==> config.mk <==
export PLATFORM = sky130hd
export DESIGN_NAME = fwd_hazard_unit_flat
export DESIGN_NICKNAME = d
export VERILOG_FILES = /design/src/rtl/fwd_hazard_unit_if.sv /design/src/rtl/fwd_hazard_unit.sv /design/src/flat_wrapper.sv
export SDC_FILE = /design/constraint.sdc
export NUM_CORES = 1
export LEC_CHECK = 0
export CAP_MARGIN = 10
export CELL_PAD_IN_SITES_DETAIL_PLACEMENT = 0
export CELL_PAD_IN_SITES_GLOBAL_PLACEMENT = 1
export CORE_MARGIN = 1.5
export CORE_UTILIZATION = 36
export DETAILED_ROUTE_END_ITERATION = 6
export PLACE_DENSITY_LB_ADDON = 0.08
export SYNTH_ARGS = -nofsm -noshare
export SYNTH_HDL_FRONTEND = slang
export SYNTH_SLANG_ARGS = --single-unit
==> constraint.sdc <==
create_clock -name clk -period 3.6 [get_ports clk]
set_clock_uncertainty 0.2 [all_clocks]
set_input_delay 0.9 -clock clk [delete_from_list [all_inputs] [get_ports clk]]
set_output_delay 0.9 -clock clk [all_outputs]
set_load 0.05 [all_outputs]
==> src/rtl/fwd_hazard_unit_if.sv <==
// ID-side bundle of the forwarding/hazard unit: decoded ID fields and
// pipeline controls in, stall/bubble/forward selects and stall counter out.
interface fwd_hazard_unit_if #(
    parameter int AW    = 5,
    parameter int CNT_W = 16
);
    logic             freeze;
    logic             flush;
    logic             id_valid;
    logic [AW-1:0]    id_rs1;
    logic [AW-1:0]    id_rs2;
    logic             id_use_rs1;
    logic             id_use_rs2;
    logic [AW-1:0]    id_rd;
    logic             id_regwrite;
    logic             id_memread;
    logic             stall;
    logic             bubble;
    logic [1:0]       forward_a;
    logic [1:0]       forward_b;
    logic [CNT_W-1:0] stall_count;

    modport master (
        output freeze, flush, id_valid, id_rs1, id_rs2, id_use_rs1, id_use_rs2,
               id_rd, id_regwrite, id_memread,
        input  stall, bubble, forward_a, forward_b, stall_count
    );

    modport slave (
        input  freeze, flush, id_valid, id_rs1, id_rs2, id_use_rs1, id_use_rs2,
               id_rd, id_regwrite, id_memread,
        output stall, bubble, forward_a, forward_b, stall_count
    );
endinterface

==> src/rtl/fwd_hazard_unit.sv <==
// Tracks in-flight destination registers through EX (_p1) and MEM (_p2),
// registers EX operand-forward selects and raises one-cycle load-use stalls.
module fwd_hazard_unit #(
    parameter int AW    = 5,
    parameter int CNT_W = 16
) (
    input logic              clk,
    input logic              rst,
    fwd_hazard_unit_if.slave hz
);

    logic          r_vld_p1;
    logic [AW-1:0] r_rd_p1;
    logic          r_rw_p1;
    logic          r_ld_p1;
    logic          r_vld_p2;
    logic [AW-1:0] r_rd_p2;
    logic          r_rw_p2;

    logic             r_bubble;
    logic [1:0]       r_fwd_a;
    logic [1:0]       r_fwd_b;
    logic [CNT_W-1:0] r_stall_cnt;

    logic       w_hit_rs1;
    logic       w_hit_rs2;
    logic       w_stall;
    logic       w_enter_bubble;
    logic [1:0] w_fwd_a;
    logic [1:0] w_fwd_b;

    // Selection as seen one cycle later: the EX occupant will be in MEM, the MEM one in WB.
    function automatic logic [1:0] fwd_sel(
        input logic          use_rs,
        input logic [AW-1:0] rs,
        input logic          ex_vld,
        input logic          ex_rw,
        input logic          ex_ld,
        input logic [AW-1:0] ex_rd,
        input logic          mem_vld,
        input logic          mem_rw,
        input logic [AW-1:0] mem_rd
    );
        logic live;
        live = use_rs && (rs != '0);
        if (live && ex_vld && ex_rw && !ex_ld && (rs == ex_rd)) return 2'b10;
        if (live && mem_vld && mem_rw && (rs == mem_rd)) return 2'b01;
        return 2'b00;
    endfunction

    function automatic logic [CNT_W-1:0] sat_inc(input logic [CNT_W-1:0] cnt);
        return (&cnt) ? cnt : cnt + CNT_W'(1);
    endfunction

    always_comb begin
        w_hit_rs1 = hz.id_use_rs1 && (hz.id_rs1 == r_rd_p1);
        w_hit_rs2 = hz.id_use_rs2 && (hz.id_rs2 == r_rd_p1);
        w_stall   = !rst && hz.id_valid && r_vld_p1 && r_ld_p1 && r_rw_p1 &&
                    (r_rd_p1 != '0) && (w_hit_rs1 || w_hit_rs2) &&
                    !hz.flush && !hz.freeze;
        w_enter_bubble = w_stall || hz.flush || !hz.id_valid;
        w_fwd_a = fwd_sel(hz.id_use_rs1, hz.id_rs1, r_vld_p1, r_rw_p1, r_ld_p1,
                          r_rd_p1, r_vld_p2, r_rw_p2, r_rd_p2);
        w_fwd_b = fwd_sel(hz.id_use_rs2, hz.id_rs2, r_vld_p1, r_rw_p1, r_ld_p1,
                          r_rd_p1, r_vld_p2, r_rw_p2, r_rd_p2);
    end

    // ID -> EX (_p1) -> MEM (_p2)
    always_ff @(posedge clk) begin
        if (rst) begin
            r_vld_p1    <= 1'b0;
            r_rw_p1     <= 1'b0;
            r_ld_p1     <= 1'b0;
            r_vld_p2    <= 1'b0;
            r_rw_p2     <= 1'b0;
            r_bubble    <= 1'b1;
            r_fwd_a     <= 2'b00;
            r_fwd_b     <= 2'b00;
            r_stall_cnt <= '0;
        end else if (!hz.freeze) begin
            r_vld_p2 <= r_vld_p1;
            r_rw_p2  <= r_rw_p1;
            r_rd_p2  <= r_rd_p1;
            r_bubble <= w_enter_bubble;
            if (w_enter_bubble) begin
                r_vld_p1 <= 1'b0;
                r_rw_p1  <= 1'b0;
                r_ld_p1  <= 1'b0;
                r_fwd_a  <= 2'b00;
                r_fwd_b  <= 2'b00;
            end else begin
                r_vld_p1 <= 1'b1;
                r_rw_p1  <= hz.id_regwrite;
                r_ld_p1  <= hz.id_memread;
                r_rd_p1  <= hz.id_rd;
                r_fwd_a  <= w_fwd_a;
                r_fwd_b  <= w_fwd_b;
            end
            if (w_stall) r_stall_cnt <= sat_inc(r_stall_cnt);
        end
    end

    assign hz.stall       = w_stall;
    assign hz.bubble      = r_bubble;
    assign hz.forward_a   = r_fwd_a;
    assign hz.forward_b   = r_fwd_b;
    assign hz.stall_count = r_stall_cnt;

endmodule

==> src/flat_wrapper.sv <==
// flat-port wrapper written by rule: the top's interface ports become plain ports
module fwd_hazard_unit_flat 
#(
    parameter int AW    = 5,
    parameter int CNT_W = 16
)
  (clk, rst, hz_freeze, hz_flush, hz_id_valid, hz_id_rs1, hz_id_rs2, hz_id_use_rs1, hz_id_use_rs2, hz_id_rd, hz_id_regwrite, hz_id_memread, hz_stall, hz_bubble, hz_forward_a, hz_forward_b, hz_stall_count);
  fwd_hazard_unit_if #(.AW(AW), .CNT_W(CNT_W)) hz_i ();
  input logic clk;
  input logic rst;
  input wire logic [$bits(hz_i.freeze)-1:0] hz_freeze;
  input wire logic [$bits(hz_i.flush)-1:0] hz_flush;
  input wire logic [$bits(hz_i.id_valid)-1:0] hz_id_valid;
  input wire logic [$bits(hz_i.id_rs1)-1:0] hz_id_rs1;
  input wire logic [$bits(hz_i.id_rs2)-1:0] hz_id_rs2;
  input wire logic [$bits(hz_i.id_use_rs1)-1:0] hz_id_use_rs1;
  input wire logic [$bits(hz_i.id_use_rs2)-1:0] hz_id_use_rs2;
  input wire logic [$bits(hz_i.id_rd)-1:0] hz_id_rd;
  input wire logic [$bits(hz_i.id_regwrite)-1:0] hz_id_regwrite;
  input wire logic [$bits(hz_i.id_memread)-1:0] hz_id_memread;
  output wire logic [$bits(hz_i.stall)-1:0] hz_stall;
  output wire logic [$bits(hz_i.bubble)-1:0] hz_bubble;
  output wire logic [$bits(hz_i.forward_a)-1:0] hz_forward_a;
  output wire logic [$bits(hz_i.forward_b)-1:0] hz_forward_b;
  output wire logic [$bits(hz_i.stall_count)-1:0] hz_stall_count;
  assign hz_i.freeze = hz_freeze;
  assign hz_i.flush = hz_flush;
  assign hz_i.id_valid = hz_id_valid;
  assign hz_i.id_rs1 = hz_id_rs1;
  assign hz_i.id_rs2 = hz_id_rs2;
  assign hz_i.id_use_rs1 = hz_id_use_rs1;
  assign hz_i.id_use_rs2 = hz_id_use_rs2;
  assign hz_i.id_rd = hz_id_rd;
  assign hz_i.id_regwrite = hz_id_regwrite;
  assign hz_i.id_memread = hz_id_memread;
  assign hz_stall = hz_i.stall;
  assign hz_bubble = hz_i.bubble;
  assign hz_forward_a = hz_i.forward_a;
  assign hz_forward_b = hz_i.forward_b;
  assign hz_stall_count = hz_i.stall_count;
  fwd_hazard_unit #(.AW(AW), .CNT_W(CNT_W)) u_core (.clk(clk), .rst(rst), .hz(hz_i));
endmodule
==> key figures, run 1 <==
Synth
  • Post-Synth Simple-Gate Area: 0.261
  • Cell taking the most area after synthesis: dfxtp_1
  • Mean Syn Cell Area: 9.27 um2
  • Post-synth EDFFs: 10
  • Compound-cell area share of the yosys netlist: 0.151
  • Yosys top cell area share: 0.282
  • Cell types occupying the most area after synthesis: dfxtp_1 28%, edfxtp_1 16%, xor2_1 5.7%
  • Seq/Total Area, Yosys: 0.445
  • Main combinational cell family by area after synthesis: simple AND/OR/NAND/NOR gates
  • Mux cell area share after synthesis: 0.0109
  • Ys async rst share: 0
  • Post-Synth XOR/XNOR Area: 0.0950
  • Cells after Synth: between 150 and 200
  • Post-Synth Adder-Cell Area: 0.00678
  • FF+latch count, synth: 36
  • Net Count, Synth: 224
  • Post-synthesis cell type count: 35
  • Synth Warn #: 0
  • Primary FF master, synth: dfxtp_1
  • Mapped Area: 1840 um2

Worst setup path
  • Critical Path AT: about 2.5 ns
  • Crit end category: primary output
  • Worst R2R Path Depth: 6
  • Worst r2r src: u_core.r_rd_p1[2]
  • Type of the worst setup path: in -> out
  • Type of origin of the critical path: input pin
  • Reg2reg end: u_core.r_rd_p1[1]
  • Worst reg-to-reg setup slack: between 1 and 1.5 ns
  • Crit-path max FO: 2
  • Crit path launch: hz_flush
  • Crit path required time: between 2 and 3 ns

Power and ir drop
  • PwrDens: 333 nW/um2
  • Pleak: 0.851 nW
  • Peak supply drop: 0.205 mV
  • Total Power: 848 uW

Routing
  • WL per Instance: around 15 um
  • Iter 0 DRT Violations: just over 70
  • WL final: between 4 and 5 mm
  • Final antenna-violating net count: 0
  • Drt via density: ~5.5
  • Via count: around 1.8k
  • DRT Pass-1 Iters: 4
  • Final routed DRC violation total: 0

Min path
  • Hold path startpoint: u_core.hz.forward_b[0]
  • Worst min path class: reg -> reg
  • Hold path cells: 2
  • Hold worst-path end: u_core.hz.forward_b[0]

Floorplan
  • Site Rows: 25
  • Die span in y: about 75 um
  • # IOs: 46
  • Starting Density: 0.383
  • Die Area: 5560 um2
  • Die width: 74.6 um
  • CORE AREA: between 4000 and 5000 um2

Final layout
  • Ant diodes: 0
  • Ratio of cells with drive above 1 in the final layout: 0.0866
  • Fillers: ~460
  • Final non-filler cell area: ~2500 um2
  • Area Growth Syn to Fin: 38.2%
  • Final #Nets: between 200 and 300
  • Most common cell after layout, fill and taps aside: clkdlybuf4s50_1
  • Final core utilization: 0.529
  • Commonest non-fill, non-tap cells in the layout: 41 x clkdlybuf4s50_1, 26 x dfxtp_1, 17 x nand2_1

Timing
  • Endpoints failing hold: 0
  • # setup viols final: 0
  • Fmax: 282 MHz
  • Max-Slew Margin vs Limit: 0.646
  • Fin. max-slew vios: 0
  • Post-layout min period: roughly 3.6 ns
  • Final Worst Setup Slack: ~0.05 ns
  • Final Cycle Share: 0.986
  • RSZ-0062 raised after global routing: false
  • Setup TNS: 0 ns
  • Worst slew pin tran: about 0.53 ns

Clock tree
  • Inserted Clock Buffers: 5
  • CTS tree: built
  • Max Buffers Root-to-Sink: 2
  • Root Buffer: clkbuf_8
  • Clock slew at the register clock pins of the worst setup and hold paths: approximately 0.070 ns
  • Clk Latency, worst-skew pair: between 0.2 and 0.3 ns
  • CTS H-tree depth: 2
  • CTS Sinks: 36
  • Hold buffers post-CTS: 0

Global route
  • First-pass GRT wire length: 7.88 mm
  • Initial antenna violation count: 0
  • Vias in the first global route: 1,717
  • Largest net degree at the start of global routing: 34
  • Grt ovf: 0
  • All-layer global routing usage: 0.188

Place
  • Detail Placement HPWL: 3.48 mm
  • GP Congestion: between 0.8 and 0.9
  • IO Port Bufs: between 40 and 50
  • Post-DP Area: ~2400 um2
  • Setup WS pre-CTS: -0.0201 ns

Flow run
  • Max-cap violation count: 0

Run status
  • Status: completed
## sequential cells by signal, summed over array words and instances, names as in the netlist
signal / count
u_core.hz.stall_count: 16
u_core.r_vld_p1: 1
u_core.r_rw_p1: 1
u_core.hz.forward_b: 2
u_core.r_vld_p2: 1
u_core.r_rw_p2: 1
u_core.hz.bubble: 1
u_core.r_ld_p1: 1
u_core.hz.forward_a: 2
u_core.r_rd_p2: 5
u_core.r_rd_p1: 5
## Yosys cell counts (5+ instances only)
master and number:
dfxtp_1 26, nand2_1 17, a21oi_1 16, o31ai_1 13, or4_1 13, xor2_1 12
edfxtp_1 10, o21ai_0 10, nand4_1 9, nor2_1 9, xnor2_1 8, inv_1 7
nand3_1 7, clkbuf_1 5, or3_1 5
## repair_timing
item | 4_1_cts | 5_1_grt
pin swaps | 3 | 3
gates resized for setup | 0 | 5
endpoints found under the setup margin | 1 | 1
gates cloned | 0 | 0
setup buffers | 2 | 1
## worst max-delay path by stage
stage                    end  slack, ns  depth (start not counted)
finish              hz_stall       0.05                          6
global route        hz_stall      0.007                          6
CTS                 hz_stall       0.05                          6
detailed placement  hz_stall      -0.02                          6
global placement    hz_stall      0.001                          6
floorplan           hz_stall       0.08                          4
## worst max-delay path, cell delays in order
cell	delay, ns
clkdlybuf4s50_1	0.43
or4b_4	0.52
a211oi_4	0.25
inv_2	0.08
nor2_4	0.13
buf_12	0.14
## routing by layer
metal,wire (um),vias to the layer above,GRT usage
met3,179,4,0.0501
li1,-,857,-
met2,2290,33,0.304
met1,2260,857,0.242
met5,0,-,0
met4,37,0,0.0667
## cells by family (layout without fill, tap and decap cells)
group,after synthesis,in the layout
simple gates,82,82
compound gates,44,44
flops,36,36
xor+xnor,20,20
buf+inv,14,69
mux,2,2
fa+ha+maj,1,1
## report_power, final
| group | internal [mW] | switching [mW] |
|---|---|---|
| combinational | 0.0377 | 0.0330 |
| sequential | 0.421 | 0.00497 |
| clock | 0.206 | 0.146 |
## area by class of cell
class | instances | area (um2) | area share
multi-input combinational | 149 | 975 | 0.382
sequential | 36 | 821 | 0.322
timing repair buffer | 54 | 536 | 0.210
tap | 67 | 83.8 | 0.0329
clock buffer | 6 | 72.6 | 0.0285
clock inverter | 2 | 35.0 | 0.0137
inverter | 7 | 26.3 | 0.0103
## per-stage QoR
step,cells,hold WS [ns]
after floorplan,199,0.248
after global placement,310,0.245
after detailed placement,310,0.243
after CTS,320,0.261
after global routing,321,0.278
final,321,0.256
No activity file was read; power rests on OpenSTA's default activity.
==> run 2, diff against run 1 <==
- CELL_PAD_IN_SITES_DETAIL_PLACEMENT: 0 -> unset
- CELL_PAD_IN_SITES_GLOBAL_PLACEMENT: 1 -> unset
- CORE_UTILIZATION: 36 -> 49
- SLEW_MARGIN: unset -> 20
==> run 2 against run 1 <==
Against the previous run:
- wire length fell by 5.0%
- hold slack improved by 0.0050 ns
- total power fell by 0.36%
==> key figures, run 2 (synthesis gave the netlist of run 1 again) <==
Routing
  • Via count: 1,734 (-0.97%)
  • WL per Instance: 15.2 um (+2.0%)
  • Final routed DRC violation total: 0 (unchanged)
  • DRT Pass-1 Iters: 4 (unchanged)
  • Drt via density: 5.80 (+6.3%)
  • WL final: 4.53 mm (-5.0%)
  • Final antenna-violating net count: 0 (unchanged)
  • Iter 0 DRT Violations: 117 (+63%)

Floorplan
  • Die width: 64.4 um (-14%)
  • Die Area: 4140 um2 (-26%)
  • Starting Density: 0.508 (+0.125)
  • CORE AREA: 3630 um2 (-25%)
  • # IOs: 46 (unchanged)
  • Site Rows: 22 (-12%)
  • Die span in y: 64.4 um (-14%)

Timing
  • Final Worst Setup Slack: 0.191 ns (+0.141 ns)
  • Fmax: 293 MHz (+4.1%)
  • # setup viols final: 0 (unchanged)
  • Final Cycle Share: 0.947 (-0.0391)
  • Worst slew pin tran: 0.524 ns (-0.00697 ns)
  • Hold slack: 0.261 ns (+0.00499 ns)
  • Endpoints failing hold: 0 (unchanged)
  • Setup TNS: 0 ns (unchanged)
  • Post-layout min period: 3.41 ns (-0.141 ns)
  • Max-Slew Margin vs Limit: 0.650 (+0.00428)
  • Fin. max-slew vios: 0 (unchanged)
  • RSZ-0062 raised after global routing: false

Final layout
  • Max reg flops: 16 (unchanged)
  • Layout Cells excl Fill: 299 (-6.9%)
  • Commonest non-fill, non-tap cells in the layout: 40 x clkdlybuf4s50_1, 26 x dfxtp_1, 17 x nand2_1
  • Most common cell after layout, fill and taps aside: clkdlybuf4s50_1
  • Final core utilization: 0.688 (+0.159)
  • Area Growth Syn to Fin: 35.5%
  • Final #Nets: 275 (-1.1%)
  • Ant diodes: 0 (unchanged)
  • Ratio of cells with drive above 1 in the final layout: 0.0717 (-0.0149)

Place
  • Setup WS pre-CTS: -0.0565 ns (-0.0364 ns)
  • IO Port Bufs: 45 (unchanged)
  • GP Congestion: 0.821 (-4.8%)
  • Placed cells: 291 (-6.1%)
  • Detail Placement HPWL: 3.30 mm (-5.0%)

Global route
  • Largest net degree at the start of global routing: 34 (unchanged)
  • First-pass GRT wire length: 7.66 mm (-2.8%)
  • All-layer global routing usage: 0.238 (+0.0502)
  • Grt ovf: 0 (unchanged)
  • Vias in the first global route: 1,719 (+0.12%)
  • Initial antenna violation count: 0 (unchanged)

Power and ir drop
  • Clock share of power: 0.412 (-0.002)
  • Pleak: 0.846 nW (-0.62%)
  • Net Sw Frac: 0.214 (-0.00229)
  • P_sw: 181 uW (-1.4%)
  • PwrDens: 338 nW/um2 (+1.6%)
  • Pint: 664 uW (about the same)
  • Peak supply drop: 0.267 mV (+30%)
  • Comb pwr share: 0.083 (about the same)
  • Sequential power share: 0.504 (+0.002)

Worst setup path
  • Type of the worst setup path: in -> out
  • Crit path required time: 2.50 ns (about the same)
  • Critical Path AT: 2.31 ns (-0.14 ns)
  • Crit-path max FO: 3 (+1)
  • CP bufs+invs: 2 (-1)
  • Cells along the critical path: clkdlybuf4s50_1, xor2_1, nor3b_1, a32oi_1, nor2_2, buf_12
  • Slowest-stage cell, CP: clkdlybuf4s50_1
  • Type of origin of the critical path: input pin
  • Cell family with most CP delay: buffers and inverters
  • Largest stage delay on the critical path: 0.57 ns (+0.05 ns)
  • Crit end category: primary output

Flow run
  • Max-cap violation count: 0 (unchanged)

Clock tree
  • Inserted Clock Buffers: 5 (unchanged)
  • Hold buffers post-CTS: 0 (unchanged)
  • Max Buffers Root-to-Sink: 2 (unchanged)
  • Post-CTS Setup Inserts: 0 (-2)
  • Clock slew at the register clock pins of the worst setup and hold paths: 0.07 ns (about the same)
  • CTS Sinks: 36 (unchanged)
  • CTS tree: built
  • CTS H-tree depth: 2 (unchanged)
  • Root Buffer: clkbuf_8
  • Clk Latency, worst-skew pair: 0.29 ns (about the same)

Run status
  • Status: completed

Min path
  • Worst min path class: reg -> reg
[run 2: changes by cell type in the layout (fill, tap and decap cells not counted), sizes merged]
cell           before  now
buf                10    7
clkdlybuf4s50      41   40
dlymetal6s2s        3    4
[run 2: through the flow]
stage               area, um2  power (mW)
floorplan                1850       0.463
global placement         2380       0.503
detailed placement       2380       0.505
CTS                      2490       0.849
global route             2500       0.878
finish                   2500       0.845
[run 2: power groups by stage]
stage / combinational (mW) / clock [mW] / sequential [mW]
detailed placement: 0.0703 / 0 / 0.435
finish: 0.0705 / 0.348 / 0.426
CTS: 0.0711 / 0.353 / 0.426
global route: 0.0764 / 0.375 / 0.426
global placement: 0.0687 / 0 / 0.435
floorplan: 0.0282 / 0 / 0.435
[run 2: layer usage]
layer / global-route usage / up-vias / routed length (um)
li1: - / 848 / -
met5: 0 / - / 0
met1: 0.267 / 831 / 1820
met3: 0.0669 / 8 / 242
met2: 0.432 / 47 / 2410
met4: 0.0745 / 0 / 64
[run 2: what timing repair did]
action | 4_1_cts | 5_1_grt
endpoints found under the setup margin | 1 | 1
gates resized for setup | 0 | 4
pin swaps | 2 | 3
endpoints found under the hold margin | 0 | 0
gates cloned | 0 | 0
[run 2: worst reg2reg max path, delay by kind of cell, from the launching register on]
| family | cells | cell delay, ns |
|---|---|---|
| and+or+nand+nor | 2 | 0.78 |
| buffers and inverters | 1 | 0.27 |
| DFF | 1 | 0.46 |
| AOI/OAI and AO/OA | 2 | 0.37 |
| xor gates and xnor gates | 1 | 0.20 |
[run 2: layout make-up]
cell class,instances,area (um2)
multi-input cells,149,970
fillers,301,1130
well taps,48,60.1
clock inverters,2,35.0
flip-flops and latches,36,821
repair buffers,51,515
clock buffers,6,72.6
inverters,7,26.3
[run 2: worst paths after layout]
check / from / end / slack [ns] / cells past startpoint
worst max-delay path: hz_id_rs1[2] / hz_stall / 0.19 / 6
worst min-delay path: u_core.hz.bubble / u_core.hz.bubble / 0.26 / 2
worst max register to register: u_core.r_rd_p1[3] / u_core.hz.stall_count[13] / 1.26 / 6
worst min register to register: u_core.hz.bubble / u_core.hz.bubble / 0.26 / 2
==> run 3, diff against run 2 <==
- TNS_END_PERCENT: unset -> 5
==> results of run 3 <==
Same layout as run 2: the final DEF is identical, and so are final timing and power.
